===== config.mk =====
export PLATFORM = sky130hd
export DESIGN_NAME = uart_tx_shifter_flat
export DESIGN_NICKNAME = d
export VERILOG_FILES = /design/src/rtl/uart_tx_shifter_if.sv /design/src/rtl/uart_tx_shifter.sv /design/src/flat_wrapper.sv
export SDC_FILE = /design/constraint.sdc
export NUM_CORES = 1
export LEC_CHECK = 0
export BUFFER_PORTS_ARGS = -buffer_cell sky130_fd_sc_hd__buf_2
export CAP_MARGIN = 20
export CELL_PAD_IN_SITES_DETAIL_PLACEMENT = 1
export CELL_PAD_IN_SITES_GLOBAL_PLACEMENT = 1
export CORE_MARGIN = 10
export CORE_UTILIZATION = 47
export CTS_CLUSTER_SIZE = 8
export DETAILED_ROUTE_END_ITERATION = 8
export PLACE_DENSITY_LB_ADDON = 0.1
export SLEW_MARGIN = 20
export SYNTH_ARGS = -nofsm -noshare
export SYNTH_HDL_FRONTEND = slang
export SYNTH_SLANG_ARGS = --single-unit

===== constraint.sdc =====
create_clock -name sysclk -period 2.2 [get_ports sysclk]
set_input_delay 0.11 -clock sysclk [delete_from_list [all_inputs] [get_ports sysclk]]
set_output_delay 0.11 -clock sysclk [all_outputs]
set_load 0.02 [all_outputs]

===== src/rtl/uart_tx_shifter_if.sv =====
// Byte handshake between a producer and the UART transmit shifter.
// The producer drives tx_data/tx_valid; the shifter answers with tx_ready.
interface uart_tx_shifter_if;
  logic [7:0] tx_data;
  logic       tx_valid;
  logic       tx_ready;

  modport master (output tx_data, output tx_valid, input tx_ready);
  modport slave  (input tx_data, input tx_valid, output tx_ready);
endinterface


===== src/rtl/uart_tx_shifter.sv =====
// UART transmit shifter: 2-entry byte FIFO feeding a start/8-data/stop serialiser paced by baud_tick.
// Define UART_TX_PARITY_EN to insert an even-parity bit between the data bits and the stop bits.
module uart_tx_shifter #(
  parameter int STOP_BITS = 1
) (
  input  logic             sysclk,
  input  logic             rst_n,
  uart_tx_shifter_if.slave tx_if,
  input  logic             baud_tick,
  output logic             baud_start,
  output logic             txd,
  output logic             busy,
  output logic             frame_done
);

  typedef enum logic [2:0] {
    IDLE   = 3'd0,
    START  = 3'd1,
    DATA   = 3'd2,
`ifdef UART_TX_PARITY_EN
    PARITY = 3'd3,
`endif
    STOP   = 3'd4
  } state_e;

  localparam logic STOP_LAST = 1'(STOP_BITS - 1);

  state_e          state_q, state_d;
  logic [1:0][7:0] fifo_mem_q, fifo_mem_d;
  logic            wr_ptr_q, wr_ptr_d;
  logic            rd_ptr_q, rd_ptr_d;
  logic [1:0]      count_q, count_d;
  logic [7:0]      shift_q, shift_d;
  logic [2:0]      bit_cnt_q, bit_cnt_d;
  logic            stop_cnt_q, stop_cnt_d;
  logic            txd_q, txd_d;
  logic            baud_start_q, baud_start_d;
  logic            frame_done_q, frame_done_d;
`ifdef UART_TX_PARITY_EN
  logic            parity_q, parity_d;
`endif

  logic tx_ready;
  logic accept;
  logic pop;

  assign tx_ready       = (count_q < 2'd2);
  assign accept         = tx_if.tx_valid && tx_ready;
  assign pop            = (state_q == IDLE) && (count_q != 2'd0);
  assign tx_if.tx_ready = tx_ready;
  assign busy           = (state_q != IDLE);
  assign txd            = txd_q;
  assign baud_start     = baud_start_q;
  assign frame_done     = frame_done_q;

  always_ff @(posedge sysclk or negedge rst_n) begin
    if (!rst_n) begin
      state_q      <= IDLE;
      fifo_mem_q   <= '0;
      wr_ptr_q     <= 1'b0;
      rd_ptr_q     <= 1'b0;
      count_q      <= 2'd0;
      shift_q      <= 8'd0;
      bit_cnt_q    <= 3'd0;
      stop_cnt_q   <= 1'b0;
      txd_q        <= 1'b1;
      baud_start_q <= 1'b0;
      frame_done_q <= 1'b0;
`ifdef UART_TX_PARITY_EN
      parity_q     <= 1'b0;
`endif
    end else begin
      state_q      <= state_d;
      fifo_mem_q   <= fifo_mem_d;
      wr_ptr_q     <= wr_ptr_d;
      rd_ptr_q     <= rd_ptr_d;
      count_q      <= count_d;
      shift_q      <= shift_d;
      bit_cnt_q    <= bit_cnt_d;
      stop_cnt_q   <= stop_cnt_d;
      txd_q        <= txd_d;
      baud_start_q <= baud_start_d;
      frame_done_q <= frame_done_d;
`ifdef UART_TX_PARITY_EN
      parity_q     <= parity_d;
`endif
    end
  end

  // Simultaneous accept and pop leave the occupancy unchanged.
  always_comb begin
    fifo_mem_d = fifo_mem_q;
    wr_ptr_d   = wr_ptr_q;
    rd_ptr_d   = rd_ptr_q;
    count_d    = count_q;
    if (accept) begin
      fifo_mem_d[wr_ptr_q] = tx_if.tx_data;
      wr_ptr_d             = ~wr_ptr_q;
    end
    if (pop) begin
      rd_ptr_d = ~rd_ptr_q;
    end
    case ({accept, pop})
      2'b10:   count_d = count_q + 2'd1;
      2'b01:   count_d = count_q - 2'd1;
      default: count_d = count_q;
    endcase
  end

  always_comb begin
    state_d    = state_q;
    shift_d    = shift_q;
    bit_cnt_d  = bit_cnt_q;
    stop_cnt_d = stop_cnt_q;
`ifdef UART_TX_PARITY_EN
    parity_d   = parity_q;
`endif
    unique case (state_q)
      IDLE: begin
        if (pop) begin
          state_d = START;
          shift_d = fifo_mem_q[rd_ptr_q];
`ifdef UART_TX_PARITY_EN
          parity_d = ^fifo_mem_q[rd_ptr_q];
`endif
        end
      end
      START: begin
        if (baud_tick) begin
          state_d   = DATA;
          shift_d   = shift_q >> 1;
          bit_cnt_d = 3'd0;
        end
      end
      DATA: begin
        // The shift register is one bit ahead of txd, so shift_q[0] is always the next bit.
        if (baud_tick) begin
          shift_d   = shift_q >> 1;
          bit_cnt_d = bit_cnt_q + 3'd1;
          if (bit_cnt_q == 3'd7) begin
`ifdef UART_TX_PARITY_EN
            state_d = PARITY;
`else
            state_d = STOP;
`endif
            stop_cnt_d = 1'b0;
          end
        end
      end
`ifdef UART_TX_PARITY_EN
      PARITY: begin
        if (baud_tick) begin
          state_d = STOP;
        end
      end
`endif
      STOP: begin
        if (baud_tick) begin
          if (stop_cnt_q == STOP_LAST) begin
            state_d    = IDLE;
            stop_cnt_d = 1'b0;
          end else begin
            stop_cnt_d = stop_cnt_q + 1'b1;
          end
        end
      end
      default: state_d = IDLE;
    endcase
  end

  always_comb begin
    txd_d        = txd_q;
    baud_start_d = 1'b0;
    frame_done_d = 1'b0;
    unique case (state_q)
      IDLE: begin
        if (pop) begin
          txd_d        = 1'b0;
          baud_start_d = 1'b1;
        end else begin
          txd_d = 1'b1;
        end
      end
      START: begin
        if (baud_tick) txd_d = shift_q[0];
      end
      DATA: begin
        if (baud_tick) begin
          if (bit_cnt_q == 3'd7) begin
`ifdef UART_TX_PARITY_EN
            txd_d = parity_q;
`else
            txd_d = 1'b1;
`endif
          end else begin
            txd_d = shift_q[0];
          end
        end
      end
`ifdef UART_TX_PARITY_EN
      PARITY: begin
        if (baud_tick) txd_d = 1'b1;
      end
`endif
      STOP: begin
        if (baud_tick && (stop_cnt_q == STOP_LAST)) frame_done_d = 1'b1;
      end
      default: txd_d = 1'b1;
    endcase
  end

endmodule

===== src/flat_wrapper.sv =====
// flat-port wrapper written by rule: the top's interface ports become plain ports
module uart_tx_shifter_flat 
#(
  parameter int STOP_BITS = 1
)
  (sysclk, rst_n, baud_tick, baud_start, txd, busy, frame_done, tx_if_tx_data, tx_if_tx_valid, tx_if_tx_ready);
  uart_tx_shifter_if tx_if_i ();
  input  logic sysclk;
  input  logic rst_n;
  input  logic baud_tick;
  output logic baud_start;
  output logic txd;
  output logic busy;
  output logic frame_done;
  input wire logic [$bits(tx_if_i.tx_data)-1:0] tx_if_tx_data;
  input wire logic [$bits(tx_if_i.tx_valid)-1:0] tx_if_tx_valid;
  output wire logic [$bits(tx_if_i.tx_ready)-1:0] tx_if_tx_ready;
  assign tx_if_i.tx_data = tx_if_tx_data;
  assign tx_if_i.tx_valid = tx_if_tx_valid;
  assign tx_if_tx_ready = tx_if_i.tx_ready;
  uart_tx_shifter #(.STOP_BITS(STOP_BITS)) u_core (.sysclk(sysclk), .rst_n(rst_n), .tx_if(tx_if_i), .baud_tick(baud_tick), .baud_start(baud_start), .txd(txd), .busy(busy), .frame_done(frame_done));
endmodule

# Yosys cells after proc, flatten, opt, wreduce, memory -nomap -nowiden
# Index checks and enable logic that the tools add are counted.
dict set report word_totals {
  regBits 38
  latch_bits 0
  ramBits 0
  mem_bits_ro 0
  out_inout_bits 5
  word_cells 87
  memories 0
}
dict set report op_classes {
  addsub 4
  mul 0
  div_mod_pow 0
  magnitude_cmp 4
  eq_ne 13
  n_shift 0
  mux 33
  n_bitwise 4
  reduce_logical 17
}
# op n
set op_table {}
lappend op_table {{8-bit 2-to-1 mux} 5}
lappend op_table {{3-bit 2-to-1 mux} 8}
lappend op_table {{16-bit bitwise mux} 1}
lappend op_table {{8-bit one-hot mux with 2 select lines} 1}
lappend op_table {{1-bit 2-to-1 mux} 12}
lappend op_table {{3-bit one-hot mux with 4 select lines} 1}
lappend op_table {{2-bit nonzero test} 5}
lappend op_table {{3-bit AND reduction} 3}
lappend op_table {{8-bit demux with 1-bit select} 1}
lappend op_table {{2-bit inequality test (second input constant)} 4}
lappend op_table {{3-bit == test (second input constant)} 2}
lappend op_table {{2-bit by 1-bit inequality test with 1-bit output (second input constant)} 3}
lappend op_table {{3-bit one-hot mux with 2 select lines} 1}
lappend op_table {{6-bit AND reduction} 1}
lappend op_table {{1-bit logical AND} 4}
lappend op_table {{1-bit by 2-bit < comparator with 1-bit output (second input constant)} 2}
lappend op_table {{1-bit inverter} 4}
lappend op_table {{1-bit one-hot mux with 4 select lines} 1}
lappend op_table {{2-bit one-hot mux with 2 select lines} 1}
lappend op_table {{4-bit AND reduction} 1}
lappend op_table {{3-bit by 1-bit adder with 3-bit output (second input constant)} 1}
lappend op_table {{3-bit by 1-bit == test with 1-bit output (second input constant)} 1}
lappend op_table {{3-bit by 2-bit == test with 1-bit output (second input constant)} 1}
lappend op_table {{3-bit logical NOT} 1}
lappend op_table {{10 further kinds} 10}

# Longest topological paths before layout
# Gate-level depths: netlist (run 1).
dict set report depth {
  ltp_word 5
  depth_mapped 7
  mapped_depth_nobuf 6
}

# Worst setup path after synthesis (run 1)
# No wires, ideal clock.
dict set report synth_timing {
  kind {reg-to-reg}
  start {register u_core.state_q[2]}
  end {register u_core.count_q[1]}
  setup_time_ns 0.080
  t_arrival_ns 1.724
  t_required_ns 2.120
  setup_slack_ns 0.396
  path_stages_with_launch 7
  period_less_slack_ns 1.804
  cell_sequence {dfrtp_1 -> buf_2 -> or3_1 -> nor2_1 -> ha_1 -> nor2_1 -> xnor2_1}
}
dict set report synth_between {
  elab_chain_cells 4
  elab_cells_between_ends 6
  classes_between {2 x eq/ne; 1 x mux; 3 x reduce/logical}
}
# item line_no
set synth_rtl {}
lappend synth_rtl {{start: declaration} uart_tx_shifter.sv:28} ;# state_e state_q, state_d;
lappend synth_rtl {{start signal: assignment} uart_tx_shifter.sv:73} ;# state_q <= state_d;
lappend synth_rtl {{3-bit logical NOT *} uart_tx_shifter.sv:49} ;# assign pop = (state_q == IDLE) && (count_q != 2'd0);
lappend synth_rtl {{1-bit logical AND *} uart_tx_shifter.sv:49}
lappend synth_rtl {{2-bit by 1-bit == test with 1-bit output / 2-bit == test (equally long branches)} uart_tx_shifter.sv:103} ;# case ({accept, pop})
lappend synth_rtl {{2-bit one-hot mux with 2 select lines / 2-bit nonzero test (equally long branches)} --}
lappend synth_rtl {{end signal: assignment} uart_tx_shifter.sv:77} ;# count_q <= count_d;
lappend synth_rtl {{end: declaration} uart_tx_shifter.sv:32} ;# logic [1:0] count_q, count_d;
# Every way passes the cells marked *; elsewhere a longest branch is shown, timed or not.
# A chain may end at the register's enable or synchronous reset.

# Final worst setup path (run 1)
dict set report layout_timing {
  start {register u_core.state_q[0]}
  end {register u_core.count_q[1]}
}
# Same word-level chain as after synthesis.

==> results of run 1 <==
## metal layers
layer	vias up	routed length (um)	track usage
met1	560	1570	0.136
met4	0	71	0.0459
met5	-	0	0
li1	540	-	-
met3	9	184	0.0459
met2	18	1540	0.168
## cell families after synthesis
| logic type | after synthesis | share of synthesized area |
|---|---|---|
| compound gates | 15 | 0.0634 |
| xor+xnor | 5 | 0.0244 |
| fa+ha+maj | 3 | 0.0209 |
| buf+inv | 14 | 0.0369 |
| flops | 37 | 0.516 |
| mux | 41 | 0.258 |
| simple gates | 30 | 0.0801 |
## path summary, 6_finish.rpt
kind	slack, ns	endpoint
max	0.20	u_core.count_q[1]
min	0.06	u_core.fifo_mem_q[8]
max reg2reg	0.20	u_core.count_q[1]
min reg2reg	0.50	u_core.fifo_mem_q[9]
max in group asynchronous	1.24	u_core.state_q[0]
min in group asynchronous	0.44	u_core.fifo_mem_q[14]
## final cells by class
| cell class | count | area [um^2] |
|---|---|---|
| sequential | 37 | 927 |
| tap | 48 | 60.1 |
| inverter | 7 | 26.3 |
| fill | 386 | 1700 |
| clock buffer | 5 | 68.8 |
| multi-input combinational | 94 | 803 |
| timing repair buffer | 17 | 90.1 |
| clock inverter | 3 | 17.5 |
## cell usage after synthesis, types with 2 or more instances
| cell | instances |
|---|---|
| ha_1 | 3 |
| mux2_4 | 4 |
| clkbuf_1 | 3 |
| o21ai_0 | 3 |
| dfrtp_1 | 36 |
| nand2_1 | 9 |
| nor3_1 | 3 |
| mux2i_1 | 10 |
| inv_1 | 7 |
| mux2_2 | 24 |
| mux2_1 | 3 |
| a2111oi_0 | 2 |
| nor2_1 | 10 |
| a21oi_1 | 3 |
| xnor2_1 | 4 |
| a22o_1 | 3 |
## worst max-delay path: stages, from the launching register on
cell and delay [ns]:
dfrtp_1 0.58, or3_1 0.48, nor2_1 0.29, ha_1 0.32, nor2_1 0.14, xnor2_1 0.12
## cell usage in the layout (no fill, tap or decap)
cell type	count
dfrtp_1	36
mux2_2	24
buf_2	16
nor2_1	10
mux2i_1	10
nand2_1	9
inv_1	7
clkbuf_8	5
mux2_4	4
xnor2_1	4
mux2_1	3
nor3_1	3
a21oi_1	3
o21ai_0	3
a22o_1	3
ha_1	3
a2111oi_0	2
clkinv_2	2
or3_1	1
nor4_1	1
nand2b_4	1
nand2b_1	1
a21oi_4	1
o31a_1	1
nor2_2	1
xor2_1	1
o32ai_1	1
nor2b_1	1
nand3_1	1
nor3b_1	1
a31oi_1	1
clkinvlp_4	1
dlygate4sd3_1	1
dfstp_2	1
## report_power, final
part,switching (W),internal (W)
Clock,0.000243,0.000218
Sequential,0.000275,0.00101
Combinational,0.000586,0.000755
## flip-flops by register name, indices dropped and copies added, names as in the netlist
signal	count
u_core.fifo_mem_q	16
u_core.shift_q	8
u_core.bit_cnt_q	3
u_core.state_q	3
u_core.count_q	2
u_core.baud_start	1
u_core.frame_done	1
u_core.rd_ptr_q	1
u_core.txd	1
u_core.wr_ptr_q	1
## through the flow
step | hold WS (ns) | instances | worst slack [ns]
finish | 0.0579 | 211 | 0.199
global route | 0.0499 | 211 | 0.0931
CTS | 0.0481 | 211 | 0.199
detailed placement | 0.245 | 202 | 0.217
global placement | 0.229 | 202 | 0.322
floorplan | -0.186 | 145 | 0.396
==> summary.md, run 1 <==
| Metric | Value |
|---|---|
| First-pass DRT Iterations | `4` |
| Total wire length | `3370 um` |
| HP Start | `tx_if_tx_data[0]` |
| Post-synth EDFFs | `0` |
| Fin crit period | `about 2 ns` |
| Die area | `approximately 0.0067 mm^2` |
| CORE AREA | `~0.0037 mm^2` |
| Die Y-Extent | `~80 um` |
| Yosys warns | `0` |
| Post-cts resize count | `0` |
| Pleak | `0.922 nW` |
| Antenna Violating Nets Remaining | `0` |
| Peak supply drop | `about 610 uV` |
| Cells after Synth | `around 150` |
| CTS Hold Buffers Added | `1` |
| Final nets | `roughly 180` |
| Largest net degree at the start of global routing | `38` |
| Unique masters post-synth | `34` |
| Crit path capture type | `flop` |
| Max cap viols | `0` |
| Worst slew pin tran | `approximately 0.8 ns` |
| Vias per Instance | `about 5.3` |
| Num rows | `22` |
| Initial antenna violation count | `0` |
| Layout Utilization | `0.540` |
| Area Growth Syn to Fin | `10.9%` |
| Clock-pin transition on the worst setup and hold timing paths | `about 0.08 ns` |
| Share of cells above drive strength 1 | `0.344` |
| WP data required | `about 2.4 ns` |
| Global-route wire length before repair | `about 5700 um` |
| Depth of the worst register-to-register path | `5` |
| Cell Area, Synth | `around 0.0018 mm^2` |
| F_max | `between 0.4 and 0.5 GHz` |
| Seq/Total Area, Yosys | `0.516` |
| Number of hold violations in the final report | `0` |
| Post-CTS Setup Bufs | `0` |
| I/O Pins | `17` |
| Critical-path maximum fanout | `19` |
| Relative slew slack | `0.465` |
| Post-synth top area cell | `dfrtp_1` |
| Net Count, Synth | `between 150 and 200` |
| Placed Area | `between 0.0015 and 0.002 mm^2` |
| Die width | `around 82 um` |
| Worst skew pair latency | `0.30 ns` |
| # clock sinks | `37` |
| Number of remaining DRC errors | `0` |
| CTS tree | `yes` |
| Hold depth | `2` |
| Hold Crit Class | `input pin to flop` |
| TritonCTS buffer count | `5` |
| Clock Skew | `between 0.01 and 0.015 ns` |
| Global Route Usage Sum | `0.111` |
| Final Cycle Share | `0.909` |
| Via count of the first global-routing pass | `~1,200` |
| Total Power | `roughly 0.0031 W` |
| Crit path kind | `flop to flop` |
| Detailed-route via count | `around 1,100` |
| Worst EP arrival | `between 2 and 2.5 ns` |
| Initial drt markers | `48` |
| N_diodes | `0` |
| Post-synth top area share | `0.501` |
| Pins Over Slew Limit | `0` |
| Syn avg cell area | `roughly 12 um^2` |
| HPWL after DPL | `around 2400 um` |
| Final Wtd Congestion | `0.761` |
| Setup Viol. Count Final | `0` |
| Async S/R FF share, synth | `1.00` |
| Clock Tree Buf Depth | `2` |
| Unrepaired setup endpoints after global routing | `no` |
| H-tree depth | `2` |
| Pwr dens | `1550 mW/mm^2` |
| Clk root buf | `clkbuf_8` |
| Area contributors post-synth | `dfrtp_1, mux2_2, mux2i_1` |
| Commonest register cell after synthesis | `dfrtp_1` |
| Wire per inst | `roughly 16 um` |
| Worst setup startpoint | `u_core.state_q[0]` |
| Status | `complete, no violations` |
| Yosys reg bits | `37` |
| FF-to-FF Start | `u_core.state_q[0]` |
| CP Launch Type | `flop` |
| Initial Utilization | `0.487` |
| Final TNS setup | `0 ns` |
| Final instance area | `between 0.0015 and 0.002 mm^2` |
| Overflow after GRT | `0` |
| Port Buffer Count | `16` |
Power figures use the tool's default switching activity.
==> run 2: changes to the inputs <==
--- a/config.mk
+++ b/config.mk
@@ -5,12 +5,14 @@
 export SDC_FILE = /design/constraint.sdc
 export NUM_CORES = 1
 export LEC_CHECK = 0
+export ABC_AREA = 1
 export BUFFER_PORTS_ARGS = -buffer_cell sky130_fd_sc_hd__buf_2
 export CAP_MARGIN = 20
 export CELL_PAD_IN_SITES_DETAIL_PLACEMENT = 1
 export CELL_PAD_IN_SITES_GLOBAL_PLACEMENT = 1
+export CORE_ASPECT_RATIO = 0.5
 export CORE_MARGIN = 10
-export CORE_UTILIZATION = 47
+export CORE_UTILIZATION = 40
 export CTS_CLUSTER_SIZE = 8
 export DETAILED_ROUTE_END_ITERATION = 8
 export PLACE_DENSITY_LB_ADDON = 0.1
==> summary.md, run 2 <==
| Metric | Value |
|---|---|
| Hold Crit Class | `input pin to flop` |
| Largest register FFs | `16` |
| Critical path, cell by cell | `nor2_4 -> nand3_1 -> inv_1 -> ha_1 -> a21oi_1 -> o21ai_0 -> xor2_1` |
| Unrepaired setup endpoints after global routing | `no` |
| Worst EP arrival | `about 2.0 ns` |
| Number of hold violations in the final report | `0` |
| F_max | `roughly 0.55 GHz` |
| Unique masters post-synth | `32` |
| H-tree depth | `2` |
| Final Wtd Congestion | `0.794` |
| Cell Area, Synth | `roughly 0.0019 mm^2` |
| Top reg by flops | `u_core.fifo_mem_q` |
| CTS Hold Buffers Added | `1` |
| Internal power | `~0.0019 W` |
| Most frequent cells in the layout | `nand2_1, dfrtp_1, nand3_1` |
| R2r endpoint | `u_core.count_q[1]` |
| Logic pwr share | `0.458` |
| Relative slew slack | `0.421` |
| Layout Utilization | `0.475` |
| Top delay family on crit path | `flip-flops` |
| Min Hold Slack | `0.0603 ns` |
| Async S/R FF share, synth | `1.00` |
| I/O Pins | `17` |
| CORE AREA | `approximately 0.0045 mm^2` |
| Port Buffer Count | `16` |
| Num rows | `17` |
| Cells after Synth | `between 200 and 250` |
| Sequential power share | `0.357` |
| Crit path capture type | `flop` |
| Post-cts resize count | `0` |
| Commonest register cell after synthesis | `dfrtp_1` |
| Count leader, synth | `nand2_1` |
| Hold depth | `3` |
| Clock Skew | `approximately 0.0082 ns` |
| N_diodes | `0` |
| Depth of the worst register-to-register path | `7` |
| Mux cell area share after synthesis | `0` |
| Vias per Instance | `~5` |
| HPWL after DPL | `roughly 3000 um` |
| Post-synth top area share | `0.477` |
| Antenna Violating Nets Remaining | `0` |
| Complex-gate fraction of the synthesized area | `0.0881` |
| Pins Over Slew Limit | `0` |
| Overflow after GRT | `0` |
| Pleak | `around 1.1 nW` |
| Critical-path top delay cell | `dfrtp_1` |
| Share of cells above drive strength 1 | `0.218` |
| WP data required | `2.38 ns` |
| Adder-Cell Fraction of Synth Area | `0.0199` |
| Yosys warns | `0` |
| Initial drt markers | `44` |
| Crit path kind | `flop to flop` |
| Area contributors post-synth | `dfrtp_1, nand2_1, nand3_1` |
| CTS tree | `yes` |
| Peak supply drop | `approximately 440 uV` |
| Commonest cells in the netlist | `nand2_1, dfrtp_1, nand3_1, inv_1, o21ai_0` |
| Clock Tree Buf Depth | `2` |
| Detailed-route via count | `1,444` |
| Psw | `around 0.0015 W` |
| Post-synth top area cell | `dfrtp_1` |
| Initial antenna violation count | `0` |
| Main combinational cell family by area after synthesis | `simple AND/OR/NAND/NOR gates` |
| # clock sinks | `37` |
| Max cap viols | `0` |
| WP buf/inv | `1` |
| Number of remaining DRC errors | `0` |
| Net Count, Synth | `~230` |
| Worst skew pair latency | `around 0.30 ns` |
| Final Cycle Share | `0.823` |
| Switching Fraction | `0.445` |
| Post-Synth Simple-Gate Area | `0.324` |
| Largest regs | `u_core.fifo_mem_q x16, u_core.shift_q x8` |
| Initial Utilization | `0.423` |
| Area Growth Syn to Fin | `12.4%` |
| Post-CTS Setup Bufs | `0` |
| Clock network power share | `0.184` |
| Die width | `about 120 um` |
| Status | `complete, no violations` |
| Seq/Total Area, Yosys | `0.491` |
| Die Y-Extent | `68.6 um` |
| Slowest stage delay, CP | `0.50 ns` |
| Final TNS setup | `0 ns` |
| Syn avg cell area | `between 8 and 9 um^2` |
| Final nets | `around 250` |
| Pwr dens | `~1600 mW/mm^2` |
| Largest net degree at the start of global routing | `38` |
| TritonCTS buffer count | `5` |
| Yosys reg bits | `37` |
| FF-to-FF Start | `u_core.state_q[2]` |
| Flop2flop setup slack | `approximately 0.39 ns` |
| Commonest non-fill, non-tap cell in the layout | `nand2_1` |
| Synth Area in XOR/XNOR | `0.0139` |
| Clk root buf | `clkbuf_8` |
| CP Launch Type | `flop` |
| Global-route wire length before repair | `around 7500 um` |
| HP Start | `tx_if_tx_data[5]` |
| Critical-path maximum fanout | `7` |
| Post-synth EDFFs | `0` |
| Global Route Usage Sum | `0.120` |
| Total wire length | `approximately 4300 um` |
| Via count of the first global-routing pass | `roughly 1,500` |
| Fin crit period | `~1.8 ns` |
| Die area | `about 0.0080 mm^2` |
| Setup Viol. Count Final | `0` |
| Wire per inst | `roughly 15 um` |
| First-pass DRT Iterations | `4` |
| Worst slew pin tran | `roughly 0.87 ns` |
| Clock-pin transition on the worst setup and hold timing paths | `0.08 ns` |
| Hold path endpoint | `u_core.fifo_mem_q[5]` |
run 2: cell count changes in the layout (fill, tap and decap cells not counted), moves of 7 or more:
cell	change
nand3_1	+23
nand2_1	+73
mux2_2	-24
mux2i_1	-10
o21ai_2	+7
nor2_1	-7
run 2: metrics by stage:
step	std cells	area (um^2)	total power, W	worst slack, ns
after detailed placement	286	1990	0.00285	0.388
after floorplan	219	1890	0.00248	0.597
final	295	2120	0.00346	0.389
after global routing	295	2120	0.00379	0.220
after CTS	295	2120	0.00351	0.369
after global placement	286	1990	0.00278	0.504
run 2: area by class of cell:
| type | instances | area, um^2 |
|---|---|---|
| multi-input cells | 157 | 842 |
| well taps | 57 | 71.3 |
| repair buffers | 17 | 90.1 |
| fillers | 547 | 2340 |
| inverters | 19 | 71.3 |
| clock inverters | 2 | 37.5 |
| flip-flops and latches | 37 | 927 |
| clock buffers | 6 | 82.6 |
run 2: worst max path at each step:
stage	to	start	cells past startpoint	slack [ns]
floorplan	u_core.count_q[1]	u_core.state_q[1]	7	0.60
CTS	u_core.count_q[1]	u_core.state_q[2]	7	0.37
global placement	u_core.count_q[1]	u_core.state_q[0]	7	0.50
finish	u_core.count_q[1]	u_core.state_q[2]	7	0.39
detailed placement	u_core.count_q[1]	u_core.state_q[2]	7	0.39
global route	u_core.count_q[1]	u_core.state_q[2]	7	0.22
run 2: cell families after synthesis:
group           Yosys count
compound gates           26
buf+inv                  25
simple gates            125
flops                    37
fa+ha+maj                 3
xor+xnor                  3
run 2: per-layer routing:
metal,part of all wire,global-route usage,up-vias
li1,-,-,736
met1,0.51,0.154,680
met2,0.42,0.187,23
met3,0.050,0.0422,5
met4,0.012,0.0413,0
met5,0,0,-
run 2: power by group through the flow:
stage                     Combinational, W  Sequential (W)  Clock [W]
after floorplan                    0.00132         0.00116          0
after global placement             0.00154         0.00123          0
after detailed placement           0.00160         0.00125          0
after CTS                          0.00162         0.00124   0.000654
after global routing               0.00182         0.00128   0.000681
final                              0.00158         0.00123   0.000637
run 2: worst register-to-register path: stages (launching register included):
cell and delay (ns):
dfrtp_1 0.50, nor2_4 0.24, nand3_1 0.19, inv_1 0.12
ha_1 0.26, a21oi_1 0.12, o21ai_0 0.11, xor2_1 0.15
==> run 3: changes to the inputs <==
==> constraint.sdc (replaced) <==
create_clock -name sysclk -period 1.7 [get_ports sysclk]
set_input_delay 0.085 -clock sysclk [delete_from_list [all_inputs] [get_ports sysclk]]
set_output_delay 0.085 -clock sysclk [all_outputs]
set_load 0.02 [all_outputs]
==> summary.md, run 3 (synthesis results as in run 2) <==
| Metric | Value |
|---|---|
| Metal2 WL | `1890 um` |
| Placed Area | `slightly above 0.002 mm^2` |
| Detailed-route via count | `1,475` |
| Worst slew pin tran | `0.689 ns` |
| Pleak | `1.18 nW` |
| CP Launch Type | `flop` |
| Antenna Violating Nets Remaining | `0` |
| Worst skew pair latency | `0.29 ns` |
| Crit path capture type | `flop` |
| # clock sinks | `37` |
| Top reg by flops | `u_core.fifo_mem_q` |
| F_max | `~0.64 GHz` |
| Global-route wire length before repair | `approximately 7600 um` |
| Clock Tree Buf Depth | `2` |
| Clk root buf | `clkbuf_8` |
| Number of remaining DRC errors | `0` |
| Fill count | `548` |
| Global Route Usage Sum | `0.120` |
| Clock Skew | `roughly 0.0044 ns` |
| Unrepaired setup endpoints after global routing | `no` |
| Relative slew slack | `0.541` |
| WP data required | `~1.9 ns` |
| Final instance area | `approximately 0.0022 mm^2` |
| Crit path kind | `flop to flop` |
| Final Wtd Congestion | `between 0.7 and 0.8` |
| H-tree depth | `2` |
| Commonest non-fill, non-tap cell in the layout | `nand2_1` |
| Area Growth Syn to Fin | `15.5%` |
| I/O Pins | `17` |
| Initial drt markers | `47` |
| HPWL after DPL | `3060 um` |
| Total wire length | `around 4300 um` |
| Most frequent cells in the layout | `nand2_1, dfrtp_1, nand3_1` |
| Setup Viol. Count Final | `0` |
| TritonCTS buffer count | `5` |
| Die Y-Extent | `between 60 and 70 um` |
| Num rows | `17` |
| Initial Utilization | `0.423` |
| Clock-pin transition on the worst setup and hold timing paths | `~0.08 ns` |
| Hold Crit Class | `input pin to flop` |
| Via count of the first global-routing pass | `1,565` |
| Final nets | `262` |
| Layout Utilization | `0.488` |
| Die width | `~120 um` |
| Initial antenna violation count | `0` |
| Peak supply drop | `roughly 540 uV` |
| N_diodes | `0` |
| Max layer used | `met4` |
| Final TNS setup | `0 ns` |
| Largest register FFs | `16` |
| Overflow after GRT | `0` |
| Routed wl met3 | `between 150 and 200 um` |
| Number of hold violations in the final report | `0` |
| Largest net degree at the start of global routing | `38` |
| Critical-path maximum fanout | `4` |
| Min Hold Slack | `0.0532 ns` |
| Status | `complete, no violations` |
| M1 WL | `approximately 2200 um` |
| Port Buffer Count | `16` |
| Share of cells above drive strength 1 | `0.254` |
| Fin crit period | `between 1.5 and 2 ns` |
| Pins Over Slew Limit | `0` |
| CTS tree | `yes` |
| Final Cycle Share | `0.917` |
| Max cap viols | `0` |
| Die area | `0.00803 mm^2` |
| Largest regs | `u_core.fifo_mem_q x16, u_core.shift_q x8` |
| Wire per inst | `14.1 um` |
| First-pass DRT Iterations | `6` |
| Pwr dens | `between 2000 and 2500 mW/mm^2` |
| Vias per Instance | `between 4 and 5` |
| Worst EP arrival | `~1.7 ns` |
| CORE AREA | `~0.0045 mm^2` |
## run 3: path summary, 6_finish.rpt
check	from	endpoint	slack, ns	cells after the start
min reg2reg	u_core.txd	u_core.txd	0.48	2
max reg2reg	u_core.count_q[0]	u_core.count_q[1]	0.14	8
min	tx_if_tx_data[1]	u_core.fifo_mem_q[1]	0.05	3
max	u_core.count_q[0]	u_core.count_q[1]	0.14	8
min in group asynchronous	rst_n	u_core.state_q[2]	0.36	3
max in group asynchronous	rst_n	u_core.txd	0.98	3
## run 3: critical path, stage by stage, from the launching register on
cell and delay, ns:
dfrtp_1 0.43, nor2_2 0.14, inv_1 0.05, nand3_1 0.08, inv_1 0.07, ha_1 0.31
a21oi_1 0.11, o21ai_0 0.11, xor2_1 0.15
## run 3: final cells by class
cell class	instances	area (um^2)	area share
Clock buffer	7	96.3	0.0442
Sequential cell	37	927	0.425
Timing Repair Buffer	27	165	0.0757
Inverter	19	71.3	0.0327
Clock inverter	1	5.00	0.00229
Multi-Input combinational cell	157	845	0.387
Tap cell	57	71.3	0.0327
## run 3: stage by stage
step	power [W]	instances	setup slack [ns]
after floorplan	0.00320	219	0.0966
after global placement	0.00375	295	0.189
after detailed placement	0.00383	295	0.0747
after CTS	0.00455	304	0.0663
after global routing	0.00498	305	0.00782
final	0.00449	305	0.141
## run 3: report_power, final
group | switching [W] | total (W) | internal [W]
sequential | 0.000251 | 0.00154 | 0.00129
combinational | 0.00141 | 0.00227 | 0.000865
clock | 0.000315 | 0.000681 | 0.000367
## run 3: timing repair
action / 4_1_cts / 5_1_grt
gates resized for setup: 0 / 1
buffers inserted: 0 / 1
endpoints found under the setup margin: 0 / 1
hold endpoints to repair: 36 / 0
hold buffers: 1 / 0
## run 3: metal layers
layer	vias up	global-route usage
met5	-	0
met2	19	0.185
met1	694	0.160
li1	754	-
met4	0	0.0367
met3	8	0.0370
